## config.mk

```make
export PLATFORM = sky130hd
export DESIGN_NAME = div_unit_flat
export DESIGN_NICKNAME = d
export VERILOG_FILES = /design/src/rtl/div_if.sv /design/src/rtl/div_unit.sv /design/src/flat_wrapper.sv
export SDC_FILE = /design/constraint.sdc
export NUM_CORES = 1
export LEC_CHECK = 0
export BUFFER_PORTS_ARGS = -buffer_cell sky130_fd_sc_hd__buf_2
export CORE_MARGIN = 5
export CORE_UTILIZATION = 33
export CTS_BUF_LIST = sky130_fd_sc_hd__clkbuf_4
export DETAILED_ROUTE_END_ITERATION = 16
export GPL_TIMING_DRIVEN = 0
export PLACE_DENSITY = 0.56
export SYNTH_ARGS = -nofsm -noshare
export SYNTH_HDL_FRONTEND = slang
export SYNTH_SLANG_ARGS = --single-unit
```

## constraint.sdc

```tcl
create_clock -name clk -period 10.3 [get_ports clk]
set_input_delay 2.06 -clock clk [delete_from_list [all_inputs] [get_ports clk]]
set_output_delay 2.06 -clock clk [all_outputs]
set_load 0.02 [all_outputs]
```

## src/rtl/div_if.sv

```systemverilog
// rtl/div_if.sv - request/result bundle between the EX stage and the divider
// Ports (master = EX-stage issue logic, slave = div_unit):
//   start, op, dividend, divisor, flush : issue side, driven by master
//   divres, div_ready, busy             : result side, driven by slave
interface div_if #(
  parameter int WIDTH = 32
);
  logic             start;
  logic [1:0]       op;
  logic [WIDTH-1:0] dividend;
  logic [WIDTH-1:0] divisor;
  logic             flush;
  logic [WIDTH-1:0] divres;
  logic             div_ready;
  logic             busy;

  modport master (
    output start, op, dividend, divisor, flush,
    input  divres, div_ready, busy
  );

  modport slave (
    input  start, op, dividend, divisor, flush,
    output divres, div_ready, busy
  );
endinterface

```

## src/rtl/div_unit.sv

```systemverilog
// rtl/div_unit.sv - iterative radix-2 restoring divider for DIV/DIVU/REM/REMU
// Ports:
//   clk, rst_n : core clock, asynchronous active-low reset
//   bus        : div_if.slave (start/op/dividend/divisor/flush in,
//                divres/div_ready/busy out)
// op encoding: 00=DIV, 01=DIVU, 10=REM, 11=REMU (op[0]=unsigned, op[1]=remainder)
module div_unit #(
  parameter int WIDTH = 32
) (
  input  logic  clk,
  input  logic  rst_n,
  div_if.slave  bus
);
  localparam int CW = $clog2(WIDTH);

  typedef enum logic [1:0] {IDLE, CALC, DONE} state_t;

  state_t           state, state_nxt;
  logic             sel_rem_r;
  logic             qsign_r, rsign_r;
  logic [WIDTH-1:0] q_r;
  logic [WIDTH-1:0] dvsr_r;
  logic [WIDTH:0]   acc_r;
  logic [CW-1:0]    cnt_r;
  logic [WIDTH-1:0] divres_r;

  // Issue-side decode
  logic             in_signed, dvd_neg, dvs_neg, div_zero, ovf, special, accept;
  logic [WIDTH-1:0] dvd_mag, dvs_mag, special_res;

  assign in_signed = ~bus.op[0];
  assign dvd_neg   = in_signed & bus.dividend[WIDTH-1];
  assign dvs_neg   = in_signed & bus.divisor[WIDTH-1];
  assign dvd_mag   = dvd_neg ? -bus.dividend : bus.dividend;
  assign dvs_mag   = dvs_neg ? -bus.divisor : bus.divisor;
  assign div_zero  = (bus.divisor == '0);
  assign ovf       = in_signed && (bus.dividend == {1'b1, {(WIDTH-1){1'b0}}})
                     && (bus.divisor == '1);
  assign special   = div_zero | ovf;
  assign accept    = (state == IDLE) & bus.start & ~bus.flush;

  // Divide-by-zero takes precedence over overflow; overflow quotient is the
  // most negative value and its remainder is zero.
  always_comb begin
    special_res = '0;
    if (div_zero)
      special_res = bus.op[1] ? bus.dividend : '1;
    else
      special_res = bus.op[1] ? '0 : {1'b1, {(WIDTH-1){1'b0}}};
  end

  // One restoring step: the shifted accumulator is WIDTH+1 bits so the
  // compare/subtract against the divisor magnitude cannot overflow.
  logic [WIDTH:0]   acc_sh, acc_sub, acc_nxt;
  logic [WIDTH-1:0] q_nxt, quo_fix, rem_fix, result;
  logic             ge;

  always_comb begin
    acc_sh  = {acc_r[WIDTH-1:0], q_r[WIDTH-1]};
    acc_sub = acc_sh - {1'b0, dvsr_r};
    ge      = (acc_sh >= {1'b0, dvsr_r});
    acc_nxt = ge ? acc_sub : acc_sh;
    q_nxt   = {q_r[WIDTH-2:0], ge};
    quo_fix = qsign_r ? -q_nxt : q_nxt;
    rem_fix = rsign_r ? -acc_nxt[WIDTH-1:0] : acc_nxt[WIDTH-1:0];
    result  = sel_rem_r ? rem_fix : quo_fix;
  end

  // After a restoring step the accumulator is below the divisor, so its top
  // bit never feeds the next shift.
  logic unused_acc_msb;
  assign unused_acc_msb = acc_r[WIDTH];

  // State register
  always_ff @(posedge clk or negedge rst_n) begin
    if (!rst_n) state <= IDLE;
    else        state <= state_nxt;
  end

  // Next-state logic; flush overrides everything, including a same-cycle start
  always_comb begin
    state_nxt = state;
    case (state)
      IDLE: if (accept) state_nxt = special ? DONE : CALC;
      CALC: if (cnt_r == '0) state_nxt = DONE;
      DONE: state_nxt = IDLE;
      default: state_nxt = IDLE;
    endcase
    if (bus.flush) state_nxt = IDLE;
  end

  // Datapath
  always_ff @(posedge clk or negedge rst_n) begin
    if (!rst_n) begin
      sel_rem_r <= 1'b0;
      qsign_r   <= 1'b0;
      rsign_r   <= 1'b0;
      q_r       <= '0;
      dvsr_r    <= '0;
      acc_r     <= '0;
      cnt_r     <= '0;
      divres_r  <= '0;
    end else if (!bus.flush) begin
      if (accept) begin
        if (special) begin
          divres_r <= special_res;
        end else begin
          sel_rem_r <= bus.op[1];
          qsign_r   <= dvd_neg ^ dvs_neg;
          rsign_r   <= dvd_neg;
          q_r       <= dvd_mag;
          dvsr_r    <= dvs_mag;
          acc_r     <= '0;
          cnt_r     <= CW'(WIDTH - 1);
        end
      end else if (state == CALC) begin
        acc_r <= acc_nxt;
        q_r   <= q_nxt;
        cnt_r <= cnt_r - CW'(1);
        if (cnt_r == '0) divres_r <= result;
      end
    end
  end

  assign bus.divres    = divres_r;
  assign bus.div_ready = (state == DONE);
  assign bus.busy      = (state == CALC) | ((state == IDLE) & bus.start);
endmodule
```

## src/flat_wrapper.sv

```systemverilog
// flat-port wrapper written by rule: the top's interface ports become plain ports
module div_unit_flat 
#(
  parameter int WIDTH = 32
)
  (clk, rst_n, bus_start, bus_op, bus_dividend, bus_divisor, bus_flush, bus_divres, bus_div_ready, bus_busy);
  div_if #(.WIDTH(WIDTH)) bus_i ();
  input  logic clk;
  input  logic rst_n;
  input wire logic [$bits(bus_i.start)-1:0] bus_start;
  input wire logic [$bits(bus_i.op)-1:0] bus_op;
  input wire logic [$bits(bus_i.dividend)-1:0] bus_dividend;
  input wire logic [$bits(bus_i.divisor)-1:0] bus_divisor;
  input wire logic [$bits(bus_i.flush)-1:0] bus_flush;
  output wire logic [$bits(bus_i.divres)-1:0] bus_divres;
  output wire logic [$bits(bus_i.div_ready)-1:0] bus_div_ready;
  output wire logic [$bits(bus_i.busy)-1:0] bus_busy;
  assign bus_i.start = bus_start;
  assign bus_i.op = bus_op;
  assign bus_i.dividend = bus_dividend;
  assign bus_i.divisor = bus_divisor;
  assign bus_i.flush = bus_flush;
  assign bus_divres = bus_i.divres;
  assign bus_div_ready = bus_i.div_ready;
  assign bus_busy = bus_i.busy;
  div_unit #(.WIDTH(WIDTH)) u_core (.clk(clk), .rst_n(rst_n), .bus(bus_i));
endmodule
```

==> impl_results.md, run 1 <==
* Status: completed
* Rows at 69
* WP data required at 10.79 ns
* RR Endpoint: u_core.bus.divres[28]
* Fmax at 0.161 GHz
* Top Usage Layer GRT: met2
* Worst r2r src: u_core.acc_r[17]
* Htree depth at 4
* Worst path arrival time at ~6.7 ns
* DRC at 0
* # clock sinks at about 140
* Vias in the first global route at 11900
* R2r setup slk at roughly 4 ns
* Final core occ at between 30% and 40%
* CTS max path bufs at 2
* Non-filler cells, final at between 2000 and 2500
* DR vias at 12500
* Largest net degree at the start of global routing at 72
* CTS resizes at 0
* Min Tclk post-route at 6.22 ns
* Initial antenna violation count at 2
* Max_cap viols at 0
* First-pass GRT wire length at between 70000 and 80000 um
* Hold Fails Final Rpt at 0
* Setup Slack @ Placement at 3.92 ns
* CP max FO at 10
* Final setup fails at 0
* Setup ws final at 4.08 ns
* Least-Margin Pin Slew at ~1.3 ns
* Critical path capture point type: register
* Slew Limit Fails at 0
* Ys Warns at 0
* Reg clk slew, reported paths at approximately 0.15 ns
* Hpwl dp at 36500 um
* Die area at 39900 um^2
* Post-synthesis async set-or-reset flop share at 100%
* Hold path endpoint: u_core.bus.divres[4]
* Hold Path Class: reg2reg
* Hold_buf cts at 0
* Final ANT Viol Nets at 0
* Design Power at 0.00239 W
* Met3 Use GR at 4.58%
* Synth cell types at 95
* Skew final at 0.0291 ns
* Initial Utilization at 33.4%
* RSZ-0062 raised after global routing: false
* RD Place Congestion at 0.941
* Mean Syn Cell Area at 7.70 um^2
* Routed len/inst at 21.5 um
* Cts bufs inserted at 17
* Primary FF master, synth: dfrtp_1
* Via/cell ratio at 5.84
* Layout cell share with drive strength beyond 1 at a little over an eighth
* Post-Syn Instances at around 1500
* I/O pin cnt at 104
* Post-synth EDFFs at 0
* Post CTS Setup Buffer Count at 0
* Worst-Skew Late Latency at 0.61 ns
* Cell area after synthesis at 11900 um^2
* PortBufs at 103
* Slew margin rel. at 12.2%
* Placed insts at 2110
* FILL cells at ~3800
* WHS Path Cells at 2
* Die Span Y at 200 um
* Hold wc startpoint: u_core.bus.divres[4]
* Final nets at 1778
* DRT iter0 DRCs at between 1000 and 1500
* Worst vdd ir at approximately 0.083 mV
* Post-synthesis sequential area ratio at 29.0%
* Syn nets at 1654
* Total GRT Usage at a little under a quarter
* Worst reg-to-reg path cell count at 24
* Pwr dens at 178 nW/um^2
* Fin crit share at 60.4%
* Router iterations before antenna repair at 6
* Root Buffer: clkbuf_4
* CP Launch Type: register
* Setup CP Type: reg2reg
* CTS tree: done
* Final WL at 46000 um
* GRT Residual Overflow at 0
* Die W at 200 um
* Final setup TNS at 0 ns
* P&R area growth vs syn at 12.6%
* GR Util met1 at 32.5%
* Yosys reg bits at 138
* Leakage power at 5.52 nW
* Core Area at 35600 um^2
* Met2 Usage GRT at 35.0%
==> report_power, final <==
group	switching (W)	leakage [nW]	internal [W]
sequential	0.000132	1.75	0.000670
clock	0.000241	0.186	0.000225
combinational	0.000719	3.59	0.000401
total	0.00109	5.52	0.00130
==> critical path, stage by stage (launching register included) <==
cell      delay [ns]
dfrtp_1         0.49
ha_1            0.31
buf_2           0.18
a21oi_1         0.31
o21ai_2         0.14
a211oi_1        0.52
o31a_2          0.39
nand2_2         0.14
buf_6           0.19
buf_2           0.23
buf_2           0.28
nor2_1          0.12
a21oi_1         0.06
inv_1           0.09
ha_1            0.24
nand2b_1        0.09
nor4_1          0.31
nand2_1         0.15
or3_1           0.38
nor4_2          0.20
a31o_2          0.20
nand4_1         0.28
nor2_1          0.23
mux2i_1         0.41
a31oi_1         0.15
==> sequential cells by signal (all words and copies together), names as in the netlist <==
signal             cells
u_core.cnt_r           5
u_core.q_r            32
u_core.dvsr_r         32
u_core.acc_r          32
u_core.state           2
u_core.rsign_r         1
u_core.qsign_r         1
u_core.sel_rem_r       1
u_core.bus.divres     32
==> layout make-up <==
type / count / area, um^2 / share of cell area [%]
flip-flops and latches: 138 / 3450 / 25.8
multi-input cells: 1252 / 7790 / 58.2
inverters: 63 / 236 / 1.77
repair buffers: 105 / 557 / 4.16
well taps: 461 / 577 / 4.31
plain buffers: 91 / 417 / 3.11
clock buffers: 19 / 143 / 1.07
diodes: 1 / 2.50 / 0.0187
clock inverters: 13 / 214 / 1.60
==> placed cells by master, fill, tap and decap left out, types with 11 or more instances in the layout <==
cell,instances
nor3_1,30
nor4_1,24
clkbuf_4,19
a21oi_1,141
nand2_1,192
buf_2,138
inv_1,60
o41ai_1,14
mux2i_1,19
a21o_1,11
nand2b_1,15
dfrtp_1,138
xnor2_1,85
o21ai_0,156
o31ai_1,28
ha_1,39
or3_1,20
a211oi_1,15
a31oi_1,25
nand3_1,25
xor2_1,50
o211ai_1,23
nor2_1,144
clkbuf_1,41
nand4_1,22
==> per-stage QoR <==
stage	hold slack, ns	instance area, um^2
after floorplan	0.450	11900
after global placement	0.462	13000
after detailed placement	0.472	13000
after CTS	0.502	13400
after global routing	0.532	13400
final	0.499	13400
==> kinds of logic (layout without fill, tap and decap cells) <==
group | count (synthesis) | in the layout | share of synthesized area [%]
and+or+nand+nor | 544 | 544 | 22.1
AOI/OAI and AO/OA | 510 | 510 | 27.2
buffers and inverters | 154 | 291 | 5.49
DFF | 138 | 138 | 29.0
xor gates and xnor gates | 135 | 135 | 9.95
adders and majority gates | 40 | 40 | 4.27
muxes | 23 | 23 | 2.00
other | 0 | 1 | 0
==> cell usage after synthesis (5+ instances only) <==
| cell | n | share of area (%) |
|---|---|---|
| a211o_1 | 5 | 0.37 |
| a211oi_1 | 15 | 0.95 |
| a21o_1 | 11 | 0.69 |
| a21oi_1 | 141 | 5.9 |
| a22o_1 | 5 | 0.37 |
| a31oi_1 | 25 | 1.3 |
| and2_1 | 10 | 0.53 |
| and3_1 | 7 | 0.37 |
| buf_1 | 9 | 0.28 |
| buf_2 | 36 | 1.5 |
| clkbuf_1 | 41 | 1.3 |
| dfrtp_1 | 138 | 29 |
| ha_1 | 39 | 4.1 |
| inv_1 | 60 | 1.9 |
| mux2i_1 | 19 | 1.6 |
| nand2_1 | 192 | 6.1 |
| nand2b_1 | 15 | 0.79 |
| nand3_1 | 25 | 1.1 |
| nand3b_1 | 5 | 0.32 |
| nand4_1 | 22 | 1.2 |
| nor2_1 | 144 | 4.5 |
| nor2b_1 | 6 | 0.32 |
| nor3_1 | 30 | 1.3 |
| nor4_1 | 24 | 1.3 |
| o2111ai_1 | 10 | 0.74 |
| o211ai_1 | 23 | 1.5 |
| o21a_1 | 7 | 0.44 |
| o21ai_0 | 156 | 6.6 |
| o21ai_1 | 6 | 0.25 |
| o31a_1 | 5 | 0.37 |
| o31ai_1 | 28 | 1.8 |
| o41ai_1 | 14 | 1.0 |
| or3_1 | 20 | 1.1 |
| or4_1 | 10 | 0.63 |
| xnor2_1 | 85 | 6.3 |
| xor2_1 | 50 | 3.7 |
==> worst max path at each step <==
stage / from / end / slack [ns]
after CTS: u_core.acc_r[17] / u_core.bus.divres[28] / 4.33
final: u_core.acc_r[17] / u_core.bus.divres[28] / 4.08
after global routing: u_core.acc_r[15] / u_core.bus.divres[28] / 3.89
after floorplan: u_core.acc_r[9] / u_core.bus.divres[24] / 5.69
after detailed placement: bus_dividend[14] / u_core.qsign_r / 3.92
after global placement: bus_dividend[15] / u_core.rsign_r / 3.97
==> layer usage <==
layer	routed length [um]	part of all wire, %
met2	20400	44
met1	20700	45
met4	1210	2.6
met3	3670	8.0
met5	20	0.043
Power figures use the tool's default switching activity.
==> inputs of run 2 (changes only) <==
- PLACE_DENSITY: 0.56 -> 0.58
- clock period: 10.3 -> 5 ns (I/O delays scaled with it)
==> run 2 against run 1 <==
Net effect:
- utilization is 2.1 points higher
- flip-flop and latch count stayed put
- worst setup slack worse by 4.0 ns
- power is 110% higher
- combinational power is 130% higher
- sequential power is 110% higher
- first-iteration DRC count is 3.8% lower
- largest cell class unchanged
==> impl_results.md, run 2 (synthesis gave the netlist of run 1 again) <==
* Status: completed
* Design Power at 0.00509 W
* WL met1 at 21000 um
* Hold Path Class: in2async
* First-pass GRT wire length at 71300 um
* Leakage power at 5.81 nW
* Core Area at approximately 36000 um^2
* Cell class contributing the biggest share of worst-path delay: buffers and inverters
* Slew Limit Fails at 0
* Worst Path Buf+Inv at 11
* Fmax at ~0.2 GHz
* Largest net degree at the start of global routing at 91
* Max_cap viols at 0
* GRT Residual Overflow at 0
* Multi-input gate area at 8110 um^2
* FF+latch area at 3470 um^2
* DR vias at 12800
* FILL cells at 3762
* Least-Margin Pin Slew at 1.30 ns
* Slowest cell on crit path: dfrtp_2
* Hold Fails Final Rpt at 0
* CP Launch Type: register
* DRC at 0
* Die Span Y at roughly 200 um
* Die W at 200 um
* Most frequent cells in the layout: nand2_1 (191), o21ai_0 (153), nor2_1 (142)
* Worst vdd ir at 0.160 mV
* Reg clk slew, reported paths at 0.15 ns
* Cts bufs inserted at 17
* Min Tclk post-route at 4.88 ns
* Final ANT Viol Nets at 0
* Worst-Skew Late Latency at 0.60 ns
* Final WL at between 40000 and 50000 um
* # clock sinks at 138
* Pwr dens at 360 nW/um^2
* Routed wl met3 at 3120 um
* I/O pin cnt at 104
* Initial Utilization at between 30% and 40%
* CTS max path bufs at 2
* Die area at 39900 um^2
* Routed len/inst at 21.4 um
* CP max FO at 15
* DRT iter0 DRCs at 1305
* Met2 WL at 21000 um
* PortBufs at 103
* Total GRT Usage at 22.9%
* Hold_buf cts at 0
* Vias in the first global route at 12200
* CP dominant cell by count: buf_4
* Highest Signal Layer: met4
* WP data required at 5.53 ns
* Critical path capture point type: register
* Initial antenna violation count at 1
* Skew final at 0.0238 ns
* Critical path's largest stage delay at 0.48 ns
* Final setup fails at 0
* Worst path arrival time at between 5 and 6 ns
* Fin crit share at 97.5%
* RD Place Congestion at around 0.94
* Root Buffer: clkbuf_4
* Router iterations before antenna repair at 9
* Setup CP Type: reg2reg
* Hpwl dp at 36300 um
* Layout cell share with drive strength beyond 1 at 18.6%
* Final core occ at 39.7%
* Slew margin rel. at 12.7%
* Htree depth at 4
* Final nets at 1825
* Via/cell ratio at 5.86
* Leading cell type in the layout, fill and taps excluded: nand2_1
* Rows at 69
* CTS tree: done
* P&R area growth vs syn at 18.9%
## run 2: cell types whose count changed in the layout (fill, tap and decap cells not counted), moves of 3 or more
cell	before	now
buf_4	3	56
dfrtp_1	138	122
dfrtp_2	0	16
buf_2	138	125
ha_1	39	30
a21oi_1	141	135
ha_4	0	5
a21oi_4	0	4
ha_2	0	4
nor4_4	0	4
nor4_1	24	21
o21ai_0	156	153
## run 2: layout make-up
type	count	share of cell area, %
Inverter	63	1.73
Antenna cell	1	0.0177
Clock inverter	15	1.38
Timing Repair Buffer	155	6.62
Buffer	88	3.28
Clock buffer	17	0.903
Sequential cell	138	24.6
Multi-Input combinational cell	1252	57.4
Tap cell	461	4.08
## run 2: layer usage
metal	vias to the layer above	global-route usage (%)
met5	-	0
met4	0	8.05
met3	86	3.22
met2	535	36.1
met1	6250	32.3
li1	5961	-
## run 2: timing repair
action | in CTS | in global routing
resized for setup | 73 | 28
pin swaps | 17 | 15
setup endpoints to repair | 13 | 11
setup buffers | 39 | 11
gates cloned | 0 | 0
## run 2: where the power goes
group | switching, W | internal, W
logic | 0.00156 | 0.000989
clock network | 0.000491 | 0.000397
registers | 0.000269 | 0.00138
total | 0.00232 | 0.00277
## run 2: per-stage QoR
step                setup slack (ns)  cells  area (um^2)  TNS (ns)  hold WS, ns
floorplan                      0.389   1544        11900         0        0.450
global placement              -0.968   2108        13000     -9.29        0.460
detailed placement            -0.968   2110        13000     -9.35        0.467
CTS                          0.00586   2178        14000         0        0.332
global route                -0.00950   2190        14100  -0.00950        0.363
finish                         0.123   2190        14100         0        0.351
## run 2: final timing paths
path / from / endpoint / slack [ns] / depth (start not counted)
worst min-delay path: rst_n / u_core.dvsr_r[18] / 0.35 / 1
max in group asynchronous: rst_n / u_core.acc_r[7] / 3.75 / 2
min in group clk: u_core.bus.divres[1] / u_core.bus.divres[1] / 0.50 / 2
worst max-delay path: u_core.acc_r[9] / u_core.bus.divres[10] / 0.12 / 28
worst min register to register: u_core.bus.divres[1] / u_core.bus.divres[1] / 0.50 / 2
worst max register to register: u_core.acc_r[9] / u_core.bus.divres[10] / 0.12 / 28
## run 2: worst register-to-register path, delay by kind of cell (launching register included)
family / cells / cell delay, ns
muxes: 1 / 0.34
adders and majority gates: 2 / 0.46
AOI/OAI and AO/OA: 5 / 1.02
and+or+nand+nor: 8 / 0.94
DFF: 1 / 0.48
xor gates and xnor gates: 1 / 0.13
buffers and inverters: 11 / 1.41
==> inputs of run 3 (changes only) <==
- ABC_AREA: not set -> 1
==> run 3 against run 2 <==
Net effect:
- design area up 0.50%
- largest cell class unchanged
- worst setup slack better by 0.23 ns
- critical path type unchanged
- register-to-register slack better by 0.23 ns
- combinational power rose to 2.8 times the previous value
- hold slack better by 0.047 ns
==> impl_results.md, run 3 <==
* Status: completed
* Yosys reg bits at 138
* CP Launch Type: register
* Routed len/inst at 18.7 um
* Reg clk slew, reported paths at about 0.15 ns
* Hold slack at between 0.3 and 0.4 ns
* Primary FF master, synth: dfrtp_1
* Design Power at 0.00993 W
* GRT Residual Overflow at 0
* Most frequent cell after synthesis: nand2_1
* Cell taking the most area after synthesis: dfrtp_1
* PortBufs at 102
* Most frequent cells in the layout: nand2_1 (548), inv_1 (249), nor2_1 (208)
* Final ANT Viol Nets at 0
* Initial antenna violation count at 1
* Simple-gate share of the synthesized area at 37.8%
* FF+latch area at roughly 3500 um^2
* Post-synthesis mux area share at 0%
* DRT iter0 DRCs at 1373
* FILL cells at between 4000 and 5000
* Largest family of logic cells by synthesized area: simple AND/OR/NAND/NOR gates
* WP data required at 5.52 ns
* Leading cell type in the layout, fill and taps excluded: nand2_1
* Die area at ~42000 um^2
* Initial Utilization at 33.3%
* Post-synth EDFFs at 0
* Worst-Skew Late Latency at 0.60 ns
* Rows at 71
* CTS max path bufs at 2
* Synth area leaders: dfrtp_1 (28%), nand2_1 (17%), inv_1 (7.6%)
* Final setup fails at 0
* CP dominant cell by count: nand2_1
* Hold_buf cts at 0
* Slew margin rel. at 39.6%
* I/O pin cnt at between 100 and 150
* Cell area after synthesis at 12500 um^2
* First-pass GRT wire length at 75900 um
* Via/cell ratio at 5.26
* Syn nets at roughly 2100
* Synth cell types at 53
* Largest net degree at the start of global routing at 74
* Adder-cell share of the synthesized area at 4.05%
* Min Tclk post-route at 4.65 ns
* Post-synthesis async set-or-reset flop share at 100%
* Root Buffer: clkbuf_4
* P&R area growth vs syn at 13.3%
* Die W at about 200 um
* CP max FO at 10
* Setup CP Type: reg2reg
* Die Span Y at 205 um
* Core Area at 37600 um^2
* Htree depth at 4
* Pwr dens at 699 nW/um^2
* RD Place Congestion at 0.968
* Critical path's largest stage delay at 0.40 ns
* Hold Fails Final Rpt at 0
* Critical path capture point type: register
* Layout cell share with drive strength beyond 1 at around an eighth
* Leakage power at 6.93 nW
* Complex-gate fraction of the synthesized area at 16.9%
* Yosys top cell area share at about 28%
* Multi-input gate area at 7860 um^2
* Post-Syn Instances at 2022
* Slowest cell on crit path: dfrtp_1
* Router iterations before antenna repair at 6
* # clock sinks at 138
* Vias in the first global route at 13200
* Least-Margin Pin Slew at 0.898 ns
* Ys Warns at 0
* Cts bufs inserted at 17
* Skew final at 0.0402 ns
* DR vias at around 14000
* Worst path arrival time at 5.17 ns
* Final nets at 2256
* Hpwl dp at 41200 um
* Total GRT Usage at about a quarter
* DRC at 0
* Fmax at 0.215 GHz
* Xor/xnor cell area share of the yosys netlist at 2.94%
* Fin crit share at 92.9%
* Mean Syn Cell Area at 6.20 um^2
* CTS tree: done
* Final WL at between 40000 and 50000 um
* Hold Path Class: in2async
* Post-synthesis sequential area ratio at 27.6%
* Slew Limit Fails at 0
* Worst vdd ir at 0.275 mV
* Top cells by count, synth: nand2_1 (551), inv_1 (253), nor2_1 (209)
* Max_cap viols at 0
==> run 3: cell types whose count changed after synthesis, moves of 36 or more <==
cell | previous run | this run
nor2_1 | 144 | 209
nand2_1 | 192 | 551
nand3_1 | 25 | 174
xnor2_1 | 85 | 7
inv_1 | 60 | 253
a21oi_1 | 141 | 105
==> run 3: worst paths after layout <==
kind | startpoint | end | slack (ns) | depth (start not counted)
worst max-delay path | u_core.dvsr_r[25] | u_core.bus.divres[28] | 0.35 | 33
worst min-delay path | rst_n | u_core.bus.divres[20] | 0.40 | 1
worst max register to register | u_core.dvsr_r[25] | u_core.bus.divres[28] | 0.35 | 33
worst min register to register | u_core.bus.divres[3] | u_core.bus.divres[3] | 0.50 | 2
max in group asynchronous | rst_n | u_core.dvsr_r[28] | 3.74 | 2
min in group clk | u_core.bus.divres[3] | u_core.bus.divres[3] | 0.50 | 2
==> run 3: where the power goes <==
part           internal [W]  leakage [nW]  switching [W]  total [W]
Sequential          0.00155          1.71       0.000389    0.00194
Combinational       0.00219          5.05        0.00488    0.00707
Clock              0.000409         0.175       0.000516   0.000925
Total               0.00415          6.93        0.00578    0.00993
==> run 3: cells by family (layout without fill, tap and decap cells) <==
family	Yosys count	count (layout)
AO/OA/AOI/OAI	383	383
XOR/XNOR	42	42
buffers and inverters	338	475
flip-flops	138	138
other	0	1
adder cells (fa/ha/maj)	40	40
AND/OR/NAND/NOR	1081	1081
==> run 3: layout make-up <==
type / count / share of cell area, %
tap: 511 / 4.50
antenna: 1 / 0.0176
multi-input combinational: 1546 / 55.3
inverter: 265 / 7.00
timing repair buffer: 105 / 3.94
clock inverter: 15 / 1.51
clock buffer: 17 / 0.899
sequential: 138 / 24.3
buffer: 73 / 2.46
==> run 3: worst max-delay path, delay by kind of cell, from the launching register on <==
family / cells / cell delay (ns)
simple gates: 22 / 2.52
buf+inv: 6 / 0.73
fa+ha+maj: 2 / 0.52
compound gates: 3 / 0.41
flops: 1 / 0.40
==> run 3: stage by stage <==
step                      area (um^2)  worst slack [ns]  instances  utilization [%]  TNS (ns)
after floorplan                 12500              1.17       2022                -         0
after global placement          13700            -0.208       2635             36.4    -0.208
after detailed placement        13700            -0.124       2636             36.5    -0.124
after CTS                       14100             0.154       2668             37.4         0
after global routing            14200          -0.00825       2671             37.8  -0.00825
final                           14200             0.353       2671             37.8         0
==> run 3: per-layer routing <==
metal	track usage (%)	vias up	wire (um)
met4	7.25	0	1580
met5	0	-	0
met2	36.3	520	22000
met3	4.57	92	3950
met1	32.7	6561	22500
li1	-	6887	-
==> run 3: repair_timing <==
| action | 4_1_cts | 5_1_grt |
|---|---|---|
| buffers inserted | 0 | 2 |
| setup endpoints to repair | 0 | 6 |
| resized for setup | 0 | 31 |
